--- src/rtl/kmeans_assign_pipe.sv ---
// kmeans_assign_pipe: streaming nearest-centroid assignment.
// A feature vector is accepted over valid/ready, per-cluster distances are
// accumulated one element per cycle (squared L2 or L1, chosen per vector),
// and the nearest cluster index plus its distance are returned over a
// valid/ready output with backpressure.
// Build option: define KMEANS_HIST_EN to add per-cluster 16-bit membership
// counters on hist_o; otherwise hist_o is tied to 0.
module kmeans_assign_pipe #(
    parameter int DW       = 8,
    parameter int CLUSTERS = 4,
    parameter int PARAMS   = 13,
    localparam int AW      = 2*DW + $clog2(PARAMS+1)
) (
    input  logic                          clk_i,
    input  logic                          reset_i,
    input  logic [CLUSTERS*PARAMS*DW-1:0] centroid_i,
    input  logic                          centroid_we_i,
    input  logic                          mode_i,
    input  logic [PARAMS*DW-1:0]          data_i,
    input  logic                          data_valid_i,
    output logic                          data_ready_o,
    output logic [$clog2(CLUSTERS)-1:0]   cluster_o,
    output logic [AW-1:0]                 dist_o,
    output logic                          valid_o,
    input  logic                          ready_i,
    output logic [31:0]                   status_o,
    input  logic                          hist_clr_i,
    output logic [CLUSTERS*16-1:0]        hist_o
);

    localparam int CW = $clog2(CLUSTERS);
    localparam int PW = (PARAMS > 1) ? $clog2(PARAMS) : 1;

    typedef enum logic [3:0] {
        S_IDLE = 4'b0001,
        S_ACC  = 4'b0010,
        S_CMP  = 4'b0100,
        S_OUT  = 4'b1000
    } state_e;

    state_e                         state_q, state_d;
    logic [PARAMS*DW-1:0]           data_q, data_d;
    logic                           mode_q, mode_d;
    logic [PW-1:0]                  p_q, p_d;
    logic [CLUSTERS*PARAMS*DW-1:0]  cent_q, cent_d;
    logic [AW-1:0]                  acc_q [CLUSTERS];
    logic [AW-1:0]                  acc_d [CLUSTERS];
    logic [CW-1:0]                  cluster_q, cluster_d;
    logic [AW-1:0]                  dist_q, dist_d;
    logic                           drop_q, drop_d;

    logic                           accept;
    logic                           last_elem;
    logic [DW-1:0]                  x_el, c_el, diff;
    logic [2*DW-1:0]                sq;
    logic [AW-1:0]                  best_dist;
    logic [CW-1:0]                  best_idx;

    assign accept    = data_valid_i && data_ready_o;
    assign last_elem = (p_q == PW'(PARAMS-1));

    // Handshake and status outputs decoded from current state
    always_comb begin
        valid_o      = (state_q == S_OUT);
        data_ready_o = ((state_q == S_IDLE) || ((state_q == S_OUT) && ready_i))
                       && !centroid_we_i;
        cluster_o    = cluster_q;
        dist_o       = dist_q;
        status_o     = {16'h0000, 8'(p_q), 2'b00, mode_q, drop_q, state_q};
    end

    // Next-state logic
    always_comb begin
        state_d = state_q;
        case (state_q)
            S_IDLE:  if (accept) state_d = S_ACC;
            S_ACC:   if (last_elem) state_d = S_CMP;
            S_CMP:   state_d = S_OUT;
            S_OUT: begin
                if (accept)       state_d = S_ACC;
                else if (ready_i) state_d = S_IDLE;
            end
            default: state_d = S_IDLE;
        endcase
    end

    // Datapath: vector capture, distance accumulation, min scan, centroid load
    always_comb begin
        // NOTE: every comb output and temporary gets a default first so no
        // path leaves it unassigned, which would infer a latch.
        data_d    = data_q;
        mode_d    = mode_q;
        p_d       = p_q;
        cent_d    = cent_q;
        acc_d     = acc_q;
        cluster_d = cluster_q;
        dist_d    = dist_q;
        drop_d    = drop_q;
        x_el      = '0;
        c_el      = '0;
        diff      = '0;
        sq        = '0;
        best_dist = acc_q[0];
        best_idx  = '0;

        if (accept) begin
            data_d = data_i;
            mode_d = mode_i;
            p_d    = '0;
            for (int c = 0; c < CLUSTERS; c++) acc_d[c] = '0;
        end else if (state_q == S_ACC) begin
            x_el = data_q[p_q*DW +: DW];
            for (int c = 0; c < CLUSTERS; c++) begin
                c_el = cent_q[(c*PARAMS + int'(p_q))*DW +: DW];
                diff = (x_el >= c_el) ? (x_el - c_el) : (c_el - x_el);
                sq   = {{DW{1'b0}}, diff} * {{DW{1'b0}}, diff};
                acc_d[c] = acc_q[c] + (mode_q ? AW'(diff) : AW'(sq));
            end
            if (!last_elem) p_d = p_q + 1'b1;
        end

        if (state_q == S_CMP) begin
            // strict less-than keeps the lowest index on ties
            for (int c = 1; c < CLUSTERS; c++) begin
                if (acc_q[c] < best_dist) begin
                    best_dist = acc_q[c];
                    best_idx  = CW'(c);
                end
            end
            cluster_d = best_idx;
            dist_d    = best_dist;
        end

        // writes during a computation would corrupt the vector in flight
        if (centroid_we_i) begin
            if ((state_q == S_ACC) || (state_q == S_CMP)) drop_d = 1'b1;
            else                                          cent_d = centroid_i;
        end
    end

    // State and datapath registers
    always_ff @(posedge clk_i) begin
        // NOTE: sequential state uses non-blocking assignments so every flop
        // samples the pre-edge value regardless of statement order.
        if (reset_i) begin
            state_q   <= S_IDLE;
            data_q    <= '0;
            mode_q    <= 1'b0;
            p_q       <= '0;
            // NOTE: the centroid bank is a register array that must read as
            // zero after reset, so it is reset explicitly rather than left
            // undefined like a RAM.
            cent_q    <= '0;
            for (int c = 0; c < CLUSTERS; c++) acc_q[c] <= '0;
            cluster_q <= '0;
            dist_q    <= '0;
            drop_q    <= 1'b0;
        end else begin
            state_q   <= state_d;
            data_q    <= data_d;
            mode_q    <= mode_d;
            p_q       <= p_d;
            cent_q    <= cent_d;
            acc_q     <= acc_d;
            cluster_q <= cluster_d;
            dist_q    <= dist_d;
            drop_q    <= drop_d;
        end
    end

`ifdef KMEANS_HIST_EN
    logic [15:0] hist_q [CLUSTERS];
    logic [15:0] hist_d [CLUSTERS];

    // Saturating membership count per output handshake; clear has priority
    always_comb begin
        hist_d = hist_q;
        if (hist_clr_i) begin
            for (int c = 0; c < CLUSTERS; c++) hist_d[c] = '0;
        end else if (valid_o && ready_i && (hist_q[cluster_q] != 16'hFFFF)) begin
            hist_d[cluster_q] = hist_q[cluster_q] + 16'd1;
        end
    end

    // Histogram registers
    always_ff @(posedge clk_i) begin
        if (reset_i) begin
            for (int c = 0; c < CLUSTERS; c++) hist_q[c] <= '0;
        end else begin
            hist_q <= hist_d;
        end
    end

    // Pack counters onto the flat output bus
    always_comb begin
        hist_o = '0;
        for (int c = 0; c < CLUSTERS; c++) hist_o[c*16 +: 16] = hist_q[c];
    end
`else
    logic unused_hist_clr;
    assign unused_hist_clr = hist_clr_i;
    assign hist_o          = '0;
`endif

endmodule

--- config.mk ---
export PLATFORM = sky130hd
export DESIGN_NAME = kmeans_assign_pipe
export DESIGN_NICKNAME = d
export VERILOG_FILES = /design/src/rtl/kmeans_assign_pipe.sv
export SDC_FILE = /design/constraint.sdc
export NUM_CORES = 2
export LEC_CHECK = 0
export BUFFER_PORTS_ARGS = -buffer_cell sky130_fd_sc_hd__buf_2
export CAP_MARGIN = 10
export CORE_ASPECT_RATIO = 0.6
export CORE_UTILIZATION = 63
export DETAILED_ROUTE_END_ITERATION = 6
export PLACE_DENSITY = 0.95
export SLEW_MARGIN = 20
export SYNTH_ARGS = -nofsm -noshare
export SYNTH_HDL_FRONTEND = slang
export SYNTH_SLANG_ARGS = --single-unit
export TNS_END_PERCENT = 10
--- constraint.sdc ---
create_clock -name clk_i -period 25.6 [get_ports clk_i]
set_input_delay 1.28 -clock clk_i [delete_from_list [all_inputs] [get_ports clk_i]]
set_output_delay 1.28 -clock clk_i [all_outputs]
set_load 0.1 [all_outputs]
Word-level counts from Yosys, hierarchy flattened
Cells that the tools add are included.
Word-level totals
  flip-flop bits (word level): 632
  output and inout port bits: 120
Cells by class
  shift operators: 5
  magnitude comparators: 7
  $add $sub $neg: 16
  reductions and logical operators: 11
  multipliers: 4
  bitwise gates (word level): 2
  mux-type cells: 21
  eq/ne operators: 8
Operators by type and width (count)
  $shiftx A416 B10 Y8: 1
  $shiftx A416 B11 Y8: 1
  $shiftx A416 B8 Y8: 1
  $shiftx A416 B9 Y8: 1
  $shiftx A104 B8 Y8: 1
  $mux W20: 5
  $add A20 B16 Y20: 4
  $mul A8 B8 Y16: 4
  $mux W16: 4
  $sub A8 B8 Y8: 8
  $lt A20 B20 Y1: 3
  $ge A8 B8 Y1: 4
  $mux W8: 4
  $mux W4: 4
  $pmux W4 S4: 1
  $eq A4 B4 Y1 const B: 2
  $add A6 B4 Y7 const A: 1
  $add A5 B4 Y6 const A: 1
  $reduce_and A2 Y1: 3
  $add A4 B4 Y5 const A: 1
  $add A4 B1 Y4 const B: 1
  $eq A4 B1 Y1 const B: 1
  $eq A4 B2 Y1 const B: 1
  $eq A4 B3 Y1 const B: 1
  10 further kinds: 16

Depth between registers and ports, before layout
  depth in word-level cells: 8
  mapped depth: 46

Least setup slack after synthesis
No wires, ideal clock.
  kind: reg-to-reg
  start point: reg p_q[0]
  end point: reg acc_q[76] (netlist name)
  stages on the path, launching flop included: 38
  path slack: 13787 ps
  clock period less this slack: 11813 ps
  library setup time: 132 ps
  arrival time: 11681 ps
  path buffers: 3
  cells stage by stage: dfxtp_1 clkbuf_1 buf_1 clkbuf_1 mux4_2 and2_1 a211oi_1 inv_1 fa_1 a21o_1 a2111oi_4 o21ai_4 mux2_4 a22o_1 a41oi_4 o21ai_2 or3_1 fa_1 [... 2 more ...] fa_1 inv_1 fa_1 inv_1 ha_1 or2_2 o22ai_1 inv_1 a21oi_1 xor2_1 nor2_1 ha_1 or4_1 o221ai_1 o21ai_1 a211oi_1 or4_1 a21oi_1
Between the ends
  longest elaborated chain between the ends: 6
RTL lines
  from (decl): RTL line 44  | logic [PW-1:0] p_q, p_d;
  from (signal assigned): RTL line 162  | p_q <= p_d;
  $shiftx A416 B8 Y8 / $shiftx A104 B8 Y8 (equally long branches): RTL line 114, 112
  $sub A8 B8 Y8 / $ge A8 B8 Y1 (equally long branches): RTL line 115  | diff = (x_el >= c_el) ? (x_el - c_el) : (c_el - x_el);
  $mux W8 (*): RTL line 115
  $mul A8 B8 Y16: RTL line 116  | sq = {{DW{1'b0}}, diff} * {{DW{1'b0}}, diff};
  $mux W16 (*): RTL line 117  | acc_d[c] = acc_q[c] + (mode_q ? AW'(diff) : AW'(sq));
  $add A20 B16 Y20 (*): RTL line 117
  to (signal assigned): RTL line 164  | acc_q <= acc_d;
  to (decl): RTL line 46  | logic [AW-1:0] acc_q [CLUSTERS];
Every way passes the cells marked *; elsewhere a longest branch is shown, timed or not.
A chain may end at the register's enable or synchronous reset.

Final worst setup path
Ends and elaborated chain as after synthesis.

==> impl_metrics.json <==
{
  "status": "complete, but fails checks",
  "violations": "design-rule violations",
  "die_x_um": 331.8,
  "die_h_um": 199.9,
  "dpl_worst_slack_ns": 12.81,
  "totalWireLength_um": 134100,
  "setup_tns_ns": 0,
  "final_layout_size_suffix_gt1_share_pct": 17.64,
  "numCtsBuffers": 55,
  "grt_pass1_wl_um": 206000,
  "cts.sinks": 632,
  "grt_pass1_vias": 37963,
  "antenna_found_initial": 66,
  "power.density_nw_per_um2": 118.8,
  "dr.pass1.iters": 7,
  "synth-main-ff-cell": "dfxtp_1",
  "tightest_slew_ns": 1.138,
  "rsz0062_at_grt": "no",
  "path_clk_slew_ns": 0.07,
  "ys_top_cells_by_count": "1209 x nand2_1, 708 x a21oi_1, 632 x dfxtp_1",
  "fin_crit_ns": 12.96,
  "synthArstFlopShare_pct": 0,
  "dieArea_sq_um": 66320,
  "drv_slew": 0,
  "synth_cells": 5030,
  "min_path_type": "register to register",
  "antenna_left": 0,
  "startpoint_type": "register",
  "core_sq_um": 64500,
  "max_stage_delay_ns": 0.83,
  "rows": 72,
  "power_mw": 5.472,
  "cp_common_cell": "inv_1",
  "drc": 1,
  "gp_congestion": 0.9596,
  "cp_slowest_cell": "buf_4",
  "synth_seq_cells": 632,
  "yosysTopAreaCell": "dfxtp_1",
  "crit_type": "register to register",
  "clockBufferDepth": 3,
  "synth_edf_count": 0,
  "fmax_mhz": 77.19,
  "start_util_pct": 63.74,
  "cts_resized": 0,
  "postCtsSetupBuffers": 0,
  "syn2layout_area_growth_pct": 12.02,
  "required_ns": 26.04,
  "p_leak_nw": 19.97,
  "vias_per_cell": 6.277,
  "via_count": 39960,
  "fillers": 4451,
  "yosysWarnings": 0,
  "track_usage_pct": 39.30,
  "portBuffers": 559,
  "synth_cell_types": 91,
  "clock_latency_ns": 0.64,
  "wire_per_inst_um": 21.07,
  "synth_area_sq_um": 41110,
  "synth_top_area_share_pct": 30.77,
  "h-tree-depth": 2,
  "ctsHoldBuffers": 0,
  "gr-total-overflow": 0,
  "cts_tree": "yes",
  "final-setup-viol-count": 0,
  "hpwl_um": 95110,
  "initialDrtViolationCount": 5875,
  "synth_seq_area_share_pct": 30.77,
  "cp_max_fo": 51,
  "setup.worst_path.end_class": "register",
  "root_buffer": "clkbuf_16",
  "hold_viol": 0,
  "syn_area_per_cell_sq_um": 8.174,
  "slew-limit-headroom_pct": 24.15,
  "arrival_ns": 13.40,
  "maxCapViolCount": 0,
  "layout.nets": 6338,
  "synth_most_common_cell": "nand2_1",
  "period_share_pct": 50.61,
  "ios": 647,
  "grt_max_degree": 229,
  "fin_ws_ns": 12.64,
  "netlist_top_cells_area": "dfxtp_1 31%, nand2_1 11%, ha_1 9.2%",
  "irDropWorstVdd_v": 0.0001001,
  "fin_worst_skew_ns": 0.04384
}
==> cells by family (layout without fill, tap and decap cells) <==
kind of cell               Yosys count  in the layout  synth area share, %
and+or+nand+nor                   1819           1819                18.28
AOI/OAI and AO/OA                 1132           1132                16.13
buffers and inverters              696           1028                7.191
DFF                                632            632                30.77
other                                1            154             0.009121
muxes                              218            218                10.46
xor gates and xnor gates           121            121                2.678
adders and majority gates          411            411                14.48
==> worst paths after layout <==
path | from | to | slack [ns] | depth (start not counted)
worst max-delay path | p_q[0]$_SDFFE_PP0P_ | acc_q[76]$_SDFFE_PP0P_ | 12.64 | 36
worst min-delay path | cent_q[343]$_SDFFE_PP0P_ | cent_q[343]$_SDFFE_PP0P_ | 0.45 | 2
worst max register to register | p_q[0]$_SDFFE_PP0P_ | acc_q[76]$_SDFFE_PP0P_ | 12.64 | 36
worst min register to register | cent_q[343]$_SDFFE_PP0P_ | cent_q[343]$_SDFFE_PP0P_ | 0.45 | 2
==> state kept, by name (all words and copies together), names as in the netlist <==
register and count:
drop_q 1, cluster_o 2, dist_o 20, acc_q 80
state_q 4, p_q 4, data_q 104, cent_q 416
mode_q 1
==> report_power, final <==
part | total, mW | internal (mW) | switching (mW)
clock network | 0.895 | 0.476 | 0.419
registers | 1.07 | 1.03 | 0.0344
logic | 3.51 | 1.40 | 2.11
total | 5.47 | 2.91 | 2.56
==> metrics by stage <==
step                      instance area [sq um]  cells  utilization (%)  hold slack (ns)
after floorplan                           41430   5115                -           0.4331
after global placement                    43970   6194            68.18           0.4392
after detailed placement                  43970   6194            68.18           0.4431
after CTS                                 45880   6298            71.13           0.4527
after global routing                      46040   6357            71.37           0.4711
final                                     46060   6366            71.41           0.4531
==> cells in the final DEF, fill, tap and decap left out, types with 31 or more instances in the layout <==
cell type,Yosys,routed
diode_2,0,68
a21oi_1,708,708
buf_4,88,42
clkbuf_16,0,56
xor2_1,51,51
dfxtp_1,632,627
nand2_1,1209,1207
fa_1,108,108
nor3_1,63,62
a211oi_1,37,36
mux2i_1,39,39
xnor2_1,66,66
nand3_1,43,43
ha_1,303,303
conb_1,1,86
a21o_1,39,39
mux4_2,168,168
buf_2,9,558
inv_1,318,318
or3_1,32,32
nor2_1,300,300
or2_2,31,31
o21ai_0,115,115
==> critical path, delay by kind of cell (launching register included) <==
kind	cells	cell delay, ns
AO/OA/AOI/OAI	12	3.12
XOR/XNOR	1	0.17
adder cells (fa/ha/maj)	7	2.97
buffers and inverters	8	2.73
flip-flops	1	0.61
multiplexers	3	1.55
AND/OR/NAND/NOR	5	1.49
==> cell type report <==
type | count | area (sq um) | share of cell area [%]
antenna | 68 | 170.2 | 0.3695
clock buffer | 71 | 1558 | 3.382
clock inverter | 33 | 349.1 | 0.7579
inverter | 322 | 1211 | 2.630
multi-input combinational | 3787 | 25900 | 56.23
sequential | 632 | 12660 | 27.49
tap | 851 | 1065 | 2.312
timing repair buffer | 602 | 3143 | 6.824
==> layer usage <==
metal | global-route usage, % | up-vias | wire [um]
met5 | 0 | - | 73
li1 | - | 17780 | -
met2 | 60.49 | 2914 | 58290
met3 | 11.30 | 600 | 17950
met4 | 21.91 | 10 | 8421
met1 | 50.15 | 18656 | 49360
Power figures use the tool's default switching activity.
